**src/rtl/aes_uart_pkg.sv**
```systemverilog
// rtl/aes_uart_pkg.sv - shared receiver FSM states and prescale helpers
package aes_uart_pkg;

  typedef enum logic [2:0] {
    RX_IDLE,
    RX_START,
    RX_DATA,
    RX_PARITY,
    RX_STOP,
    RX_WAIT_HIGH
  } rx_state_e;

  localparam logic [15:0] MIN_PRESCALE = 16'd4;

  // Very small bit periods cannot centre the sample point, so they are raised to the minimum.
  function automatic logic [15:0] clamp_prescale(input logic [15:0] ps);
    return (ps < MIN_PRESCALE) ? MIN_PRESCALE : ps;
  endfunction

endpackage

```
**src/rtl/my_axis_if.sv**
```systemverilog
// rtl/my_axis_if.sv - byte stream interface carrying received characters
interface my_axis_if #(
  parameter int DATA_W = 8
);
  logic [DATA_W-1:0]   tdata;
  logic                tvalid;
  logic                tready;
  logic                tlast;
  logic [DATA_W/8-1:0] tkeep;

  modport master (output tdata, output tvalid, output tlast, output tkeep, input tready);
  modport slave  (input tdata, input tvalid, input tlast, input tkeep, output tready);
endinterface

```
**src/rtl/uart_rx_sync.sv**
```systemverilog
// rtl/uart_rx_sync.sv - multi-stage synchroniser for the asynchronous serial line
module uart_rx_sync #(
  parameter int SYNC_STAGES = 2
) (
  input  logic i_clk,
  input  logic i_rst,
  input  logic i_d,
  output logic o_q
);

  logic [SYNC_STAGES-1:0] r_sync;

  // Reset to 1 so an idle-high line never looks like a start bit coming out of reset.
  always_ff @(posedge i_clk or posedge i_rst) begin
    if (i_rst) begin
      r_sync <= '1;
    end else begin
      r_sync <= {r_sync[SYNC_STAGES-2:0], i_d};
    end
  end

  assign o_q = r_sync[SYNC_STAGES-1];

endmodule

```
**src/rtl/uart_rx_idle.sv**
```systemverilog
// rtl/uart_rx_idle.sv - UART receiver with byte stream output and line-idle detection
module uart_rx_idle
  import aes_uart_pkg::*;
#(
  parameter int IDLE_BITS   = 10,
  parameter int SYNC_STAGES = 2
) (
  input  logic        clk,
  input  logic        rst,
  input  logic        rxd,
  input  logic [15:0] prescale,
  input  logic        parity_en,
  input  logic        parity_odd,
  my_axis_if.master   m_axis,
  output logic        idle,
  output logic        busy,
  output logic        frame_error,
  output logic        parity_error,
  output logic        overrun_error
);

  rx_state_e   r_state;
  rx_state_e   w_next_state;
  logic        w_rxd;
  logic [15:0] w_ps;
  logic        w_tick;
  logic        w_start_det;
  logic        w_shift;
  logic        w_par_chk;
  logic        w_stop_high;
  logic        w_stop_low;
  logic        w_good_byte;
  logic [31:0] w_idle_limit;

  logic [15:0] r_prescale;
  logic [15:0] r_timer;
  logic [2:0]  r_bit_cnt;
  logic [7:0]  r_shift;
  logic        r_frame_bad;
  logic [7:0]  r_tdata;
  logic        r_tvalid;
  logic        r_frame_error;
  logic        r_parity_error;
  logic        r_overrun_error;
  logic [31:0] r_idle_cnt;
  logic        r_armed;

  uart_rx_sync #(
    .SYNC_STAGES(SYNC_STAGES)
  ) u_sync (
    .i_clk (clk),
    .i_rst (rst),
    .i_d   (rxd),
    .o_q   (w_rxd)
  );

  assign w_ps         = clamp_prescale(prescale);
  assign w_tick       = (r_timer == 16'd1);
  assign w_good_byte  = w_stop_high && !r_frame_bad;
  assign w_idle_limit = 32'(IDLE_BITS) * {16'd0, r_prescale};

  always_ff @(posedge clk or posedge rst) begin
    if (rst) begin
      r_state <= RX_IDLE;
    end else begin
      r_state <= w_next_state;
    end
  end

  always_comb begin
    w_next_state = r_state;
    w_start_det  = 1'b0;
    w_shift      = 1'b0;
    w_par_chk    = 1'b0;
    w_stop_high  = 1'b0;
    w_stop_low   = 1'b0;
    case (r_state)
      RX_IDLE: begin
        if (!w_rxd) begin
          w_start_det  = 1'b1;
          w_next_state = RX_START;
        end
      end
      RX_START: begin
        if (w_tick) begin
          w_next_state = w_rxd ? RX_IDLE : RX_DATA;
        end
      end
      RX_DATA: begin
        if (w_tick) begin
          w_shift = 1'b1;
          if (r_bit_cnt == 3'd7) begin
            w_next_state = parity_en ? RX_PARITY : RX_STOP;
          end
        end
      end
      RX_PARITY: begin
        if (w_tick) begin
          w_par_chk    = 1'b1;
          w_next_state = RX_STOP;
        end
      end
      RX_STOP: begin
        if (w_tick) begin
          if (w_rxd) begin
            w_stop_high  = 1'b1;
            w_next_state = RX_IDLE;
          end else begin
            w_stop_low   = 1'b1;
            w_next_state = RX_WAIT_HIGH;
          end
        end
      end
      RX_WAIT_HIGH: begin
        if (w_rxd) begin
          w_next_state = RX_IDLE;
        end
      end
      default: w_next_state = RX_IDLE;
    endcase
  end

  always_ff @(posedge clk or posedge rst) begin
    if (rst) begin
      r_prescale      <= '0;
      r_timer         <= '0;
      r_bit_cnt       <= '0;
      r_shift         <= '0;
      r_frame_bad     <= 1'b0;
      r_tdata         <= '0;
      r_tvalid        <= 1'b0;
      r_frame_error   <= 1'b0;
      r_parity_error  <= 1'b0;
      r_overrun_error <= 1'b0;
      r_idle_cnt      <= '0;
      r_armed         <= 1'b0;
    end else begin
      r_frame_error   <= 1'b0;
      r_parity_error  <= 1'b0;
      r_overrun_error <= 1'b0;

      // The half-period first load puts every later sample in the middle of its bit.
      if (w_start_det) begin
        r_prescale  <= w_ps;
        r_timer     <= w_ps >> 1;
        r_bit_cnt   <= '0;
        r_frame_bad <= 1'b0;
        r_armed     <= 1'b0;
      end else if (r_state inside {RX_START, RX_DATA, RX_PARITY, RX_STOP}) begin
        r_timer <= w_tick ? r_prescale : r_timer - 16'd1;
      end

      if (w_shift) begin
        r_shift   <= {w_rxd, r_shift[7:1]};
        r_bit_cnt <= r_bit_cnt + 3'd1;
      end

      if (w_par_chk && ((^r_shift ^ w_rxd) != parity_odd)) begin
        r_frame_bad    <= 1'b1;
        r_parity_error <= 1'b1;
      end

      if (w_stop_low) begin
        r_frame_error <= 1'b1;
      end

      // A held byte wins over a new one; acceptance in the same cycle frees the slot.
      if (w_good_byte) begin
        if (r_tvalid && !m_axis.tready) begin
          r_overrun_error <= 1'b1;
        end else begin
          r_tdata  <= r_shift;
          r_tvalid <= 1'b1;
        end
      end else if (r_tvalid && m_axis.tready) begin
        r_tvalid <= 1'b0;
      end

      if (w_stop_high) begin
        r_idle_cnt <= '0;
      end else if ((r_state == RX_IDLE) && w_rxd && (r_idle_cnt < w_idle_limit)) begin
        r_idle_cnt <= r_idle_cnt + 32'd1;
      end

      if (w_good_byte) begin
        r_armed <= 1'b1;
      end
    end
  end

  assign m_axis.tdata  = r_tdata;
  assign m_axis.tvalid = r_tvalid;
  assign m_axis.tlast  = 1'b0;
  assign m_axis.tkeep  = '1;

  assign idle = r_armed && (r_idle_cnt >= w_idle_limit) && !r_tvalid
                && (r_state == RX_IDLE) && w_rxd;
  assign busy          = (r_state != RX_IDLE);
  assign frame_error   = r_frame_error;
  assign parity_error  = r_parity_error;
  assign overrun_error = r_overrun_error;

endmodule

```
**src/flat_wrapper.sv**
```systemverilog
// flat-port wrapper written by rule: the top's interface ports become plain ports
module uart_rx_idle_flat import aes_uart_pkg::*;
#(
  parameter int IDLE_BITS   = 10,
  parameter int SYNC_STAGES = 2
)
  (clk, rst, rxd, prescale, parity_en, parity_odd, idle, busy, frame_error, parity_error, overrun_error, m_axis_tdata, m_axis_tvalid, m_axis_tlast, m_axis_tkeep, m_axis_tready);
  my_axis_if #(.DATA_W(8)) m_axis_i ();
  input  logic clk;
  input  logic rst;
  input  logic rxd;
  input  logic [15:0] prescale;
  input  logic parity_en;
  input  logic parity_odd;
  output logic idle;
  output logic busy;
  output logic frame_error;
  output logic parity_error;
  output logic overrun_error;
  output wire logic [$bits(m_axis_i.tdata)-1:0] m_axis_tdata;
  output wire logic [$bits(m_axis_i.tvalid)-1:0] m_axis_tvalid;
  output wire logic [$bits(m_axis_i.tlast)-1:0] m_axis_tlast;
  output wire logic [$bits(m_axis_i.tkeep)-1:0] m_axis_tkeep;
  input wire logic [$bits(m_axis_i.tready)-1:0] m_axis_tready;
  assign m_axis_tdata = m_axis_i.tdata;
  assign m_axis_tvalid = m_axis_i.tvalid;
  assign m_axis_tlast = m_axis_i.tlast;
  assign m_axis_tkeep = m_axis_i.tkeep;
  assign m_axis_i.tready = m_axis_tready;
  uart_rx_idle #(.IDLE_BITS(IDLE_BITS), .SYNC_STAGES(SYNC_STAGES)) u_core (.clk(clk), .rst(rst), .rxd(rxd), .prescale(prescale), .parity_en(parity_en), .parity_odd(parity_odd), .m_axis(m_axis_i), .idle(idle), .busy(busy), .frame_error(frame_error), .parity_error(parity_error), .overrun_error(overrun_error));
endmodule
```
**config.mk**
```make
export PLATFORM = sky130hd
export DESIGN_NAME = uart_rx_idle_flat
export DESIGN_NICKNAME = d
export VERILOG_FILES = /design/src/rtl/aes_uart_pkg.sv /design/src/rtl/my_axis_if.sv /design/src/rtl/uart_rx_sync.sv /design/src/rtl/uart_rx_idle.sv /design/src/flat_wrapper.sv
export SDC_FILE = /design/constraint.sdc
export NUM_CORES = 1
export LEC_CHECK = 0
export CORE_MARGIN = 1.5
export CORE_UTILIZATION = 40
export DETAILED_ROUTE_END_ITERATION = 12
export GPL_ROUTABILITY_DRIVEN = 0
export GPL_TIMING_DRIVEN = 0
export HOLD_SLACK_MARGIN = 0.08
export RECOVER_POWER = 100
export SLEW_MARGIN = 20
export SYNTH_ARGS = -nofsm -noshare
export SYNTH_HDL_FRONTEND = slang
export SYNTH_SLANG_ARGS = --single-unit
```
**constraint.sdc**
```tcl
create_clock -name clk -period 5.5 [get_ports clk]
set_clock_uncertainty 0.05 [all_clocks]
set_input_delay 1.1 -clock clk [delete_from_list [all_inputs] [get_ports clk]]
set_output_delay 1.1 -clock clk [all_outputs]
set_load 0.02 [all_outputs]
```
### Word-level counts from Yosys, hierarchy flattened

Cells that the tools add are included.
Widths: inputs -> output; s select.

| word-level totals | value |
|---|---|
| bits of input ports | 22 |
| register bits after elaboration | 94 |
| word-level logic and storage cells | 104 |
| output and inout bits | 16 |

| cells by class | value |
|---|---|
| reductions and logical operators | 26 |
| multiplexer cells | 39 |
| multipliers | 1 |
| equality and inequality tests | 16 |
| bitwise operators | 2 |
| $add $sub $neg | 3 |
| order comparisons | 3 |

Operators with widths:

| operator | number |
|---|---|
| $mux 16 | 4 |
| $mux 32 | 2 |
| $mux 3 | 11 |
| $add 32x1->32 const B | 1 |
| $ge 32x20->1 | 1 |
| $lt 32x20->1 | 1 |
| $mux 1 | 20 |
| $mul 3x16->19 const A | 1 |
| $pmux 3 s6 | 1 |
| $eq 16x1->1 const B | 1 |
| $lt 16x3->1 const B | 1 |
| $sub 16x1->16 const B | 1 |
| $reduce_bool 2->1 | 6 |
| $logic_and 1x1->1 | 10 |
| $ne 2x1->1 const B | 5 |
| $eq 3x3->1 const B | 3 |
| $reduce_xor 8->1 | 1 |
| $reduce_and 7->1 | 1 |
| $eq 3x2->1 const B | 2 |
| $ne 2x2->1 const B | 3 |
| $reduce_and 2->1 | 2 |
| $reduce_bool 4->1 | 1 |
| $add 3x1->3 const B | 1 |
| $eq 3x1->1 const B | 1 |
| other kinds (7) | 9 |

### Longest topological paths before layout

Gate-level depths: netlist (run 1).

| logic depth | value |
|---|---|
| depth in word-level cells | 6 |
| depth in mapped cells | 18 |
| gate-level depth less buffers | 16 |

### Hierarchy

A second synthesis (run 1) with hierarchy kept.

| unflattened totals | value |
|---|---|
| cells, all modules | 648 |
| area, all modules | 6107.1 sq um |

Modules (own cells, without submodules):

| module | cells an instance | sequential area each (sq um) | times used | area an instance (sq um) |
|---|---|---|---|---|
| uart_rx_idle | 645 | 2302.2 | 1 | 6050.8 |
| uart_rx_sync | 3 | 52.6 | 1 | 56.3 |

### Worst setup path after synthesis (run 1)

Ideal clock, no wire load.

| timing | value |
|---|---|
| kind | register -> output |
| start point | register u_core.r_prescale[3] |
| end point | output idle |
| buffers on the path | 0 |
| data required time | 4350 ps |
| arrival | 4203 ps |
| cell stages (with the launch flop) | 16 |
| slack | 147 ps |
| cells stage by stage | dfrtp_1 ha_1 ha_1 fa_1 a211oi_1 nor2_1 o311a_1 o41ai_1 mux2i_1 nor2_1 ha_1 and4_1 nand4_1 a21oi_1 nor4_1 nor4b_1 |

| between the ends | value |
|---|---|
| word-level cells in the longest chain between the ends | 6 |

Ends and longest elaborated chain:

| what | line | source |
|---|---|---|
| from (decl) | uart_rx_idle.sv:35 | `logic [15:0] r_prescale;` |
| from (signal assigned) | uart_rx_idle.sv:144 | `r_prescale <= w_ps;` |
| $mul 3x16->19 | uart_rx_idle.sv:60 | `assign w_idle_limit = 32'(IDLE_BITS) * {16'd0, r_prescale};` |
| $ge 32x20->1 | uart_rx_idle.sv:196 | `assign idle = r_armed && (r_idle_cnt >= w_idle_limit) && !r_tvalid` |
| $logic_and 1x1->1 (2 in a row) | uart_rx_idle.sv:196 |  |
| $logic_and 1x1->1 (2 in a row) | uart_rx_idle.sv:197 | `&& (r_state == RX_IDLE) && w_rxd;` |
| to (decl) | flat_wrapper.sv:15 | `output logic idle;` |

No other way between the ends.

### Worst setup path in the final report (run 1)

| timing | value |
|---|---|
| start point | register u_core.r_prescale[1] |
| end point | output idle |

Same word-level chain as after synthesis.

==> run_results.csv, run 1 <==
group,metric,value,unit
status,outcome,"finished with violations",
status,violations,"capacitance limit, slew limit",
cts,clock-sinks,94,
power_and_ir_drop,switchingPower,1.55,mW
cts,clkLatencyLatePin,0.35,ns
detailed_routing,wl_per_cell,16.7,um
timing,fmax,186,MHz
detailed_routing,drcViolationCount,0,
power_and_ir_drop,peakVddDrop,222,uV
detailed_routing,vias_per_cell,5.72,
timing,period_minus_slack,5.37,ns
timing,slew_violations,70,
placement,hpwl,10.8,mm
cts,cts_tree,"built",
critical_path,crit_family,"adder cells",
final_layout,num-fill-cells,1440,
die,die_h,124,um
critical_path,slowest_stage,"dfrtp_1",
power_and_ir_drop,p_int,2.02,mW
die,die_x,124,um
critical_path,cp_num_buf_inv,1,
power_and_ir_drop,p_comb_frac,0.544,
detailed_routing,drtAntennaViolNets,0,
power_and_ir_drop,switching_share,0.434,
timing,hold_ws,0.307,ns
synth,ys.flop_type,"dfrtp_1",
timing,tightest_slew,1.71,ns
synth,yosys.area.top_type,"dfrtp_1",
critical_path,crit_type,"flop to output port",
final_layout,areaGrowthSynthToFinish,17.5,%
synth,synth_cells,622,
timing,fin_crit_sh,0.977,
final_layout,antennaDiodeCount,0,
detailed_routing,vias,4957,
critical_path,crit_path_frequent_cell,"ha_4",
detailed_routing,drt_wl_total,14.5,mm
die,top_level_ports,38,
critical_path,critPathCaptureType,"output port",
grt,grt_pass1_vias,4832,
final_layout,fin_util,0.477,
worst_hold_path,worstHoldEndpoint,"u_core.u_sync.r_sync[1]$_DFF_PP1_",
synth,synth.top_cell.area_share,0.393,
cts,clk_transition_reported_paths,0.07,ns
critical_path,crit_arrival,4.22,ns
final_layout,finalNetCount,753,
detailed_routing,drt-initial-drc-count,356,
critical_path,rr_startpoint,"u_core.r_prescale[1]$_DFFE_PP0P_",
timing,finalHoldViolations,0,
synth,synthTopCellsByArea,"dfrtp_1 (39%), ha_1 (11%), nand2_1 (5.3%)",
critical_path,startpoint_type,"flop",
cts,cts-root-buf,"clkbuf_16",
power_and_ir_drop,leakagePower,3.17,nW
critical_path,required,4.35,ns
final_layout,final_common_cell,"dfrtp_1",
grt,grt_pass1_wl,23.9,mm
grt,grt_max_degree,70,
grt,grtUsageTotal,0.201,
power_and_ir_drop,powerDensity,519,nW/um^2
worst_hold_path,whs_path_depth,0,
critical_path,slowest_delay,0.41,ns
run,maxCapViolations,1,
cts,cts_buffer_depth,2,
worst_hold_path,min_from,"u_core.u_sync.r_sync[0]$_DFF_PP1_",
die,start_util,0.406,
die,die_area,15400,um^2
placement,post-place-ws,-0.603,ns
synth,yosysUniqueCellTypes,61,
detailed_routing,dr.pass1.iters,5,
die,fp.coreArea,14400,um^2
worst_hold_path,hp-class,"flop to flop",
critical_path,ff2ff_setup_slack,0.19,ns
timing,relSlewSlack,-0.141,
power_and_ir_drop,seq_power_share,0.283,
die,row_count,44,
synth,synth_edf_count,0,
critical_path,r2r_cells,19,
timing,fin_ws,0.125,ns
synth,avgSynthCellArea,9.41,um^2
power_and_ir_drop,p_clk_frac,0.173,
timing,setup_viol,0,
critical_path,cp_cell_sequence,"ha_4, ha_4, fa_2, a211oi_2, nor2_2, o311a_1, o41ai_4, mux2i_1, nor2_1, ha_1, and4_4, nand4_1, a21oi_2, nor4_4, nor4b_2, buf_4",
synth,synth_area,5850,um^2
synth,synth-seq-cells,94,
cts,cts_made_buffers,9,
critical_path,worst-path-max-fanout,2,
synth,async_flop_share,1.00,
cts,cts-htree-levels,3,
timing,rsz0062_at_grt,"true",
grt,overflow,0,
placement,port_buffers,35,
final_layout,layout_common_cells,"dfrtp_1 (91), nand2_1 (82), ha_1 (48)",
synth,ys_seq_area_frac,0.402,
final_layout,drive_gt1_frac,0.0981,
synth,synth.net_count,697,
critical_path,r2r_end,"u_core.r_idle_cnt[0]$_DFFE_PP0P_",
synth,yosysWarnings,0,
grt,antenna_found_initial,0,
-- worst reg2reg max path, stage by stage (launching register included) --
cell,delay (ns)
dfrtp_1,0.41
ha_4,0.26
ha_4,0.16
fa_2,0.41
a211oi_2,0.22
nor2_2,0.08
o311a_1,0.35
o41ai_4,0.27
mux2i_1,0.23
nor2_1,0.07
ha_1,0.31
and4_4,0.22
nand4_1,0.16
buf_4,0.19
or3_1,0.30
o221ai_1,0.51
clkbuf_1,0.41
clkbuf_2,0.32
xor2_1,0.20
nor2_1,0.06
-- synthesized netlist by cell type (all sizes together), types with 7 or more instances --
cell	instances
dfrtp	92
nand2	82
ha	52
o21ai	39
nor2	36
a21oi	31
clkbuf	23
inv	20
xnor2	20
mux2	17
nand3	15
or3	15
and2	14
nor4	13
nor3	12
or4	12
nand4	11
o211ai	11
mux2i	9
xor2	8
nand2b	7
-- power groups by stage --
stage	Combinational [mW]	Sequential, mW	Clock (mW)
3_5_place_dp	1.77	1.03	0
5_1_grt	2.20	1.03	0.658
3_3_place_gp	1.71	1.02	0
4_1_cts	1.92	1.01	0.640
2_1_floorplan	1.37	0.964	0
6_report	1.94	1.01	0.619
-- per-stage QoR --
step / instance area [um^2] / total power [mW] / cells / TNS, ns
3_3_place_gp: 6430 / 2.73 / 841 / -2.16
6_report: 6870 / 3.57 / 867 / 0
3_5_place_dp: 6460 / 2.80 / 842 / -3.32
5_1_grt: 6870 / 3.89 / 867 / -0.291
2_1_floorplan: 5850 / 2.34 / 622 / 0
4_1_cts: 6900 / 3.57 / 867 / -0.0607
-- how the worst max path moves through the flow --
stage / startpoint / end / slack, ns / cells past startpoint
floorplan: u_core.r_prescale[3]$_DFFE_PP0P_ / idle / 0.15 / 15
global placement: u_core.r_prescale[3]$_DFFE_PP0P_ / idle / -0.50 / 16
detailed placement: u_core.r_prescale[3]$_DFFE_PP0P_ / idle / -0.60 / 16
CTS: u_core.r_prescale[1]$_DFFE_PP0P_ / idle / -0.06 / 16
global route: u_core.r_prescale[1]$_DFFE_PP0P_ / idle / -0.09 / 16
finish: u_core.r_prescale[1]$_DFFE_PP0P_ / idle / 0.13 / 16
-- cell families (layout without fill, tap and decap cells) --
| kind of cell | count (synthesis) | after routing | share of synthesized area |
|---|---|---|---|
| XOR/XNOR | 28 | 28 | 0.0419 |
| AO/OA/AOI/OAI | 135 | 135 | 0.149 |
| flip-flops | 94 | 94 | 0.402 |
| multiplexers | 26 | 26 | 0.0481 |
| other | 2 | 2 | 0.00128 |
| buffers and inverters | 48 | 109 | 0.0331 |
| AND/OR/NAND/NOR | 236 | 236 | 0.209 |
| adder cells (fa/ha/maj) | 53 | 53 | 0.115 |
-- flip-flops by register name (all words and copies together) (netlist names) --
| name | count |
|---|---|
| u_core.r_idle_cnt | 32 |
| u_core.parity_error | 1 |
| u_core.frame_error | 1 |
| u_core.m_axis.tvalid | 1 |
| u_core.r_timer | 16 |
| u_core.overrun_error | 1 |
| u_core.r_armed | 1 |
| u_core.r_frame_bad | 1 |
| u_core.r_state | 3 |
| u_core.u_sync.r_sync | 2 |
| u_core.r_bit_cnt | 3 |
| u_core.r_prescale | 16 |
| u_core.r_shift | 8 |
| u_core.m_axis.tdata | 8 |
-- metal layers --
metal,GRT usage,routed length (um),vias up
li1,-,-,2385
met1,0.282,6870,2421
met2,0.317,6770,129
met3,0.0330,578,22
met4,0.0625,267,0
met5,0,0,-
-- final cells by class --
class	count	area, um^2	area share
sequential	94	2360	0.343
clock inverter	5	60.1	0.00874
clock buffer	11	233	0.0339
tap	184	230	0.0335
timing repair buffer	45	420	0.0612
inverter	20	76.3	0.0111
multi-input combinational	480	3380	0.492
buffer	28	118	0.0171
-- timing repair --
item	4_1_cts	5_1_grt
hold buffers	0	0
setup endpoints to repair	19	10
resized for setup	19	10
setup buffers	9	0
pin swaps	9	3
No activity file was read; power rests on OpenSTA's default activity.
==> inputs of run 2 (changes only) <==
--- a/config.mk
+++ b/config.mk
@@ -5,13 +5,14 @@
 export SDC_FILE = /design/constraint.sdc
 export NUM_CORES = 1
 export LEC_CHECK = 0
+export CAP_MARGIN = 15
 export CORE_MARGIN = 1.5
 export CORE_UTILIZATION = 40
 export DETAILED_ROUTE_END_ITERATION = 12
 export GPL_ROUTABILITY_DRIVEN = 0
 export GPL_TIMING_DRIVEN = 0
 export HOLD_SLACK_MARGIN = 0.08
-export RECOVER_POWER = 100
+export RECOVER_POWER = 25
 export SLEW_MARGIN = 20
 export SYNTH_ARGS = -nofsm -noshare
 export SYNTH_HDL_FRONTEND = slang
==> run_results.csv, run 2 (synthesis gave the netlist of run 1 again) <==
group,metric,value,unit
status,violations,"capacitance limit, slew limit",
final_layout,largestRegisters,"u_core.r_idle_cnt: 32 flops, u_core.r_prescale: 16 flops, u_core.r_timer: 16 flops",
critical_path,crit_arrival,4.22,ns
cts,hold_buffers,0,
detailed_routing,vias,4958,
critical_path,ff2ff_setup_slack,0.36,ns
timing,finalHoldViolations,0,
final_layout,drive_gt1_frac,0.107,
cts,cts-root-buf,"clkbuf_16",
detailed_routing,dr.pass1.iters,5,
timing,fmax,186,MHz
detailed_routing,top_layer,"met4",
cts,cts-htree-levels,3,
detailed_routing,drtAntennaViolNets,0,
timing,rsz0062_at_grt,"true",
critical_path,required,4.35,ns
critical_path,critPathCaptureType,"output port",
power_and_ir_drop,peakVddDrop,223,uV
cts,cts_made_buffers,9,
cts,clkLatencyLatePin,0.34,ns
cts,cts_tree,"built",
die,die_area,15400,um^2
detailed_routing,drt-initial-drc-count,336,
detailed_routing,wl_per_cell,16.7,um
power_and_ir_drop,leakagePower,3.14,nW
worst_hold_path,whs_path_depth,0,
detailed_routing,drcViolationCount,0,
die,fp.coreArea,14400,um^2
critical_path,startpoint_type,"flop",
final_layout,top_register,"u_core.r_idle_cnt",
worst_hold_path,worstHoldEndpoint,"u_core.u_sync.r_sync[1]$_DFF_PP1_",
detailed_routing,drt_wl_total,14.5,mm
grt,antenna_found_initial,0,
timing,fin_crit_sh,0.976,
timing,period_minus_slack,5.37,ns
placement,port_buffers,35,
detailed_routing,met3_length,583,um
timing,tightest_slew,1.70,ns
cts,clock-sinks,94,
die,row_count,44,
timing,relSlewSlack,-0.134,
final_layout,num-fill-cells,1433,
grt,grt_pass1_vias,4832,
critical_path,r2r_end,"u_core.r_idle_cnt[0]$_DFFE_PP0P_",
final_layout,areaGrowthSynthToFinish,18.1,%
cts,cts_buffer_depth,2,
grt,grtUsageTotal,0.201,
final_layout,antennaDiodeCount,0,
grt,grt_max_degree,70,
die,die_h,124,um
detailed_routing,route.met2.wl,6.85,mm
final_layout,layout_common_cells,"dfrtp_1 (91), nand2_1 (82), ha_1 (48)",
critical_path,cp-startpoint,"u_core.r_prescale[1]$_DFFE_PP0P_",
timing,setup_tns,0,ns
die,start_util,0.406,
die,die_x,124,um
worst_hold_path,min_from,"u_core.u_sync.r_sync[0]$_DFF_PP1_",
worst_hold_path,hp-class,"flop to flop",
final_layout,final_common_cell,"dfrtp_1",
critical_path,crit_type,"flop to output port",
critical_path,worst-path-max-fanout,2,
detailed_routing,met1Wirelength,6.79,mm
timing,slew_violations,70,
power_and_ir_drop,powerDensity,518,nW/um^2
final_layout,largest_reg_flops,32,
run,maxCapViolations,1,
critical_path,rr_startpoint,"u_core.r_prescale[1]$_DFFE_PP0P_",
status,outcome,"finished with violations",
final_layout,finalNetCount,753,
grt,overflow,0,
timing,setup_viol,0,
placement,hpwl,10.8,mm
die,top_level_ports,38,
grt,grt_pass1_wl,23.9,mm
detailed_routing,vias_per_cell,5.72,
cts,clk_transition_reported_paths,0.07,ns
timing,fin_ws,0.131,ns
placement,post-place-ws,-0.603,ns
critical_path,r2r_cells,19,
-- run 2: cell types whose count changed in the layout (fill, tap and decap cells not counted) --
cell,change
nor4_1,-1
and2_0,-7
nor3_1,-2
buf_2,+2
clkbuf_1,-2
clkdlybuf4s50_1,+14
dlygate4sd3_1,-14
nor3_2,+2
o221ai_2,+1
o221ai_1,-1
nor4_4,+1
and2_1,+7
-- run 2: how the worst max path moves through the flow --
stage	endpoint	slack, ns
global route	idle	-0.09
detailed placement	idle	-0.60
CTS	idle	-0.06
global placement	idle	-0.50
finish	idle	0.13
floorplan	idle	0.15
-- run 2: power by group --
group | switching [mW] | internal (mW)
registers | 0.173 | 0.838
clock network | 0.264 | 0.354
logic | 1.12 | 0.831
-- run 2: critical path: stages (launching register included) --
cell and delay, ns:
dfrtp_1 0.41, ha_4 0.26, ha_4 0.16, fa_2 0.41, a211oi_2 0.22, nor2_2 0.08, o311a_1 0.35, o41ai_4 0.27
mux2i_1 0.24, nor2_1 0.07, ha_1 0.32, and4_4 0.22, nand4_1 0.16, a21oi_2 0.21, nor4_4 0.06, nor4b_2 0.26
buf_4 0.19
-- run 2: layer usage --
metal  GRT usage  vias up
li1            -     2381
met4      0.0625        0
met1       0.282     2427
met5           0        -
met2       0.317      129
met3      0.0330       21
-- run 2: metrics by stage --
stage | utilization | std cells | instance area [um^2] | hold WS [ns] | power (mW)
detailed placement | 0.448 | 842 | 6460 | 0.299 | 2.80
CTS | 0.478 | 867 | 6900 | 0.312 | 3.57
finish | 0.479 | 867 | 6910 | 0.306 | 3.58
global route | 0.479 | 867 | 6910 | 0.312 | 3.90
global placement | 0.446 | 841 | 6430 | 0.297 | 2.73
floorplan | - | 622 | 5850 | 0.295 | 2.34
-- run 2: final cells by class --
type / count / area (um^2) / area share
sequential: 94 / 2360 / 0.341
clock buffer: 11 / 233 / 0.0337
inverter: 20 / 76.3 / 0.0110
buffer: 28 / 120 / 0.0174
tap: 184 / 230 / 0.0333
clock inverter: 5 / 60.1 / 0.00869
timing repair buffer: 45 / 420 / 0.0609
multi-input combinational: 480 / 3410 / 0.494
-- run 2: what timing repair did --
item | CTS | global route
buffers inserted | 9 | 0
pin swaps | 9 | 3
resized for setup | 19 | 10
setup endpoints to repair | 19 | 10
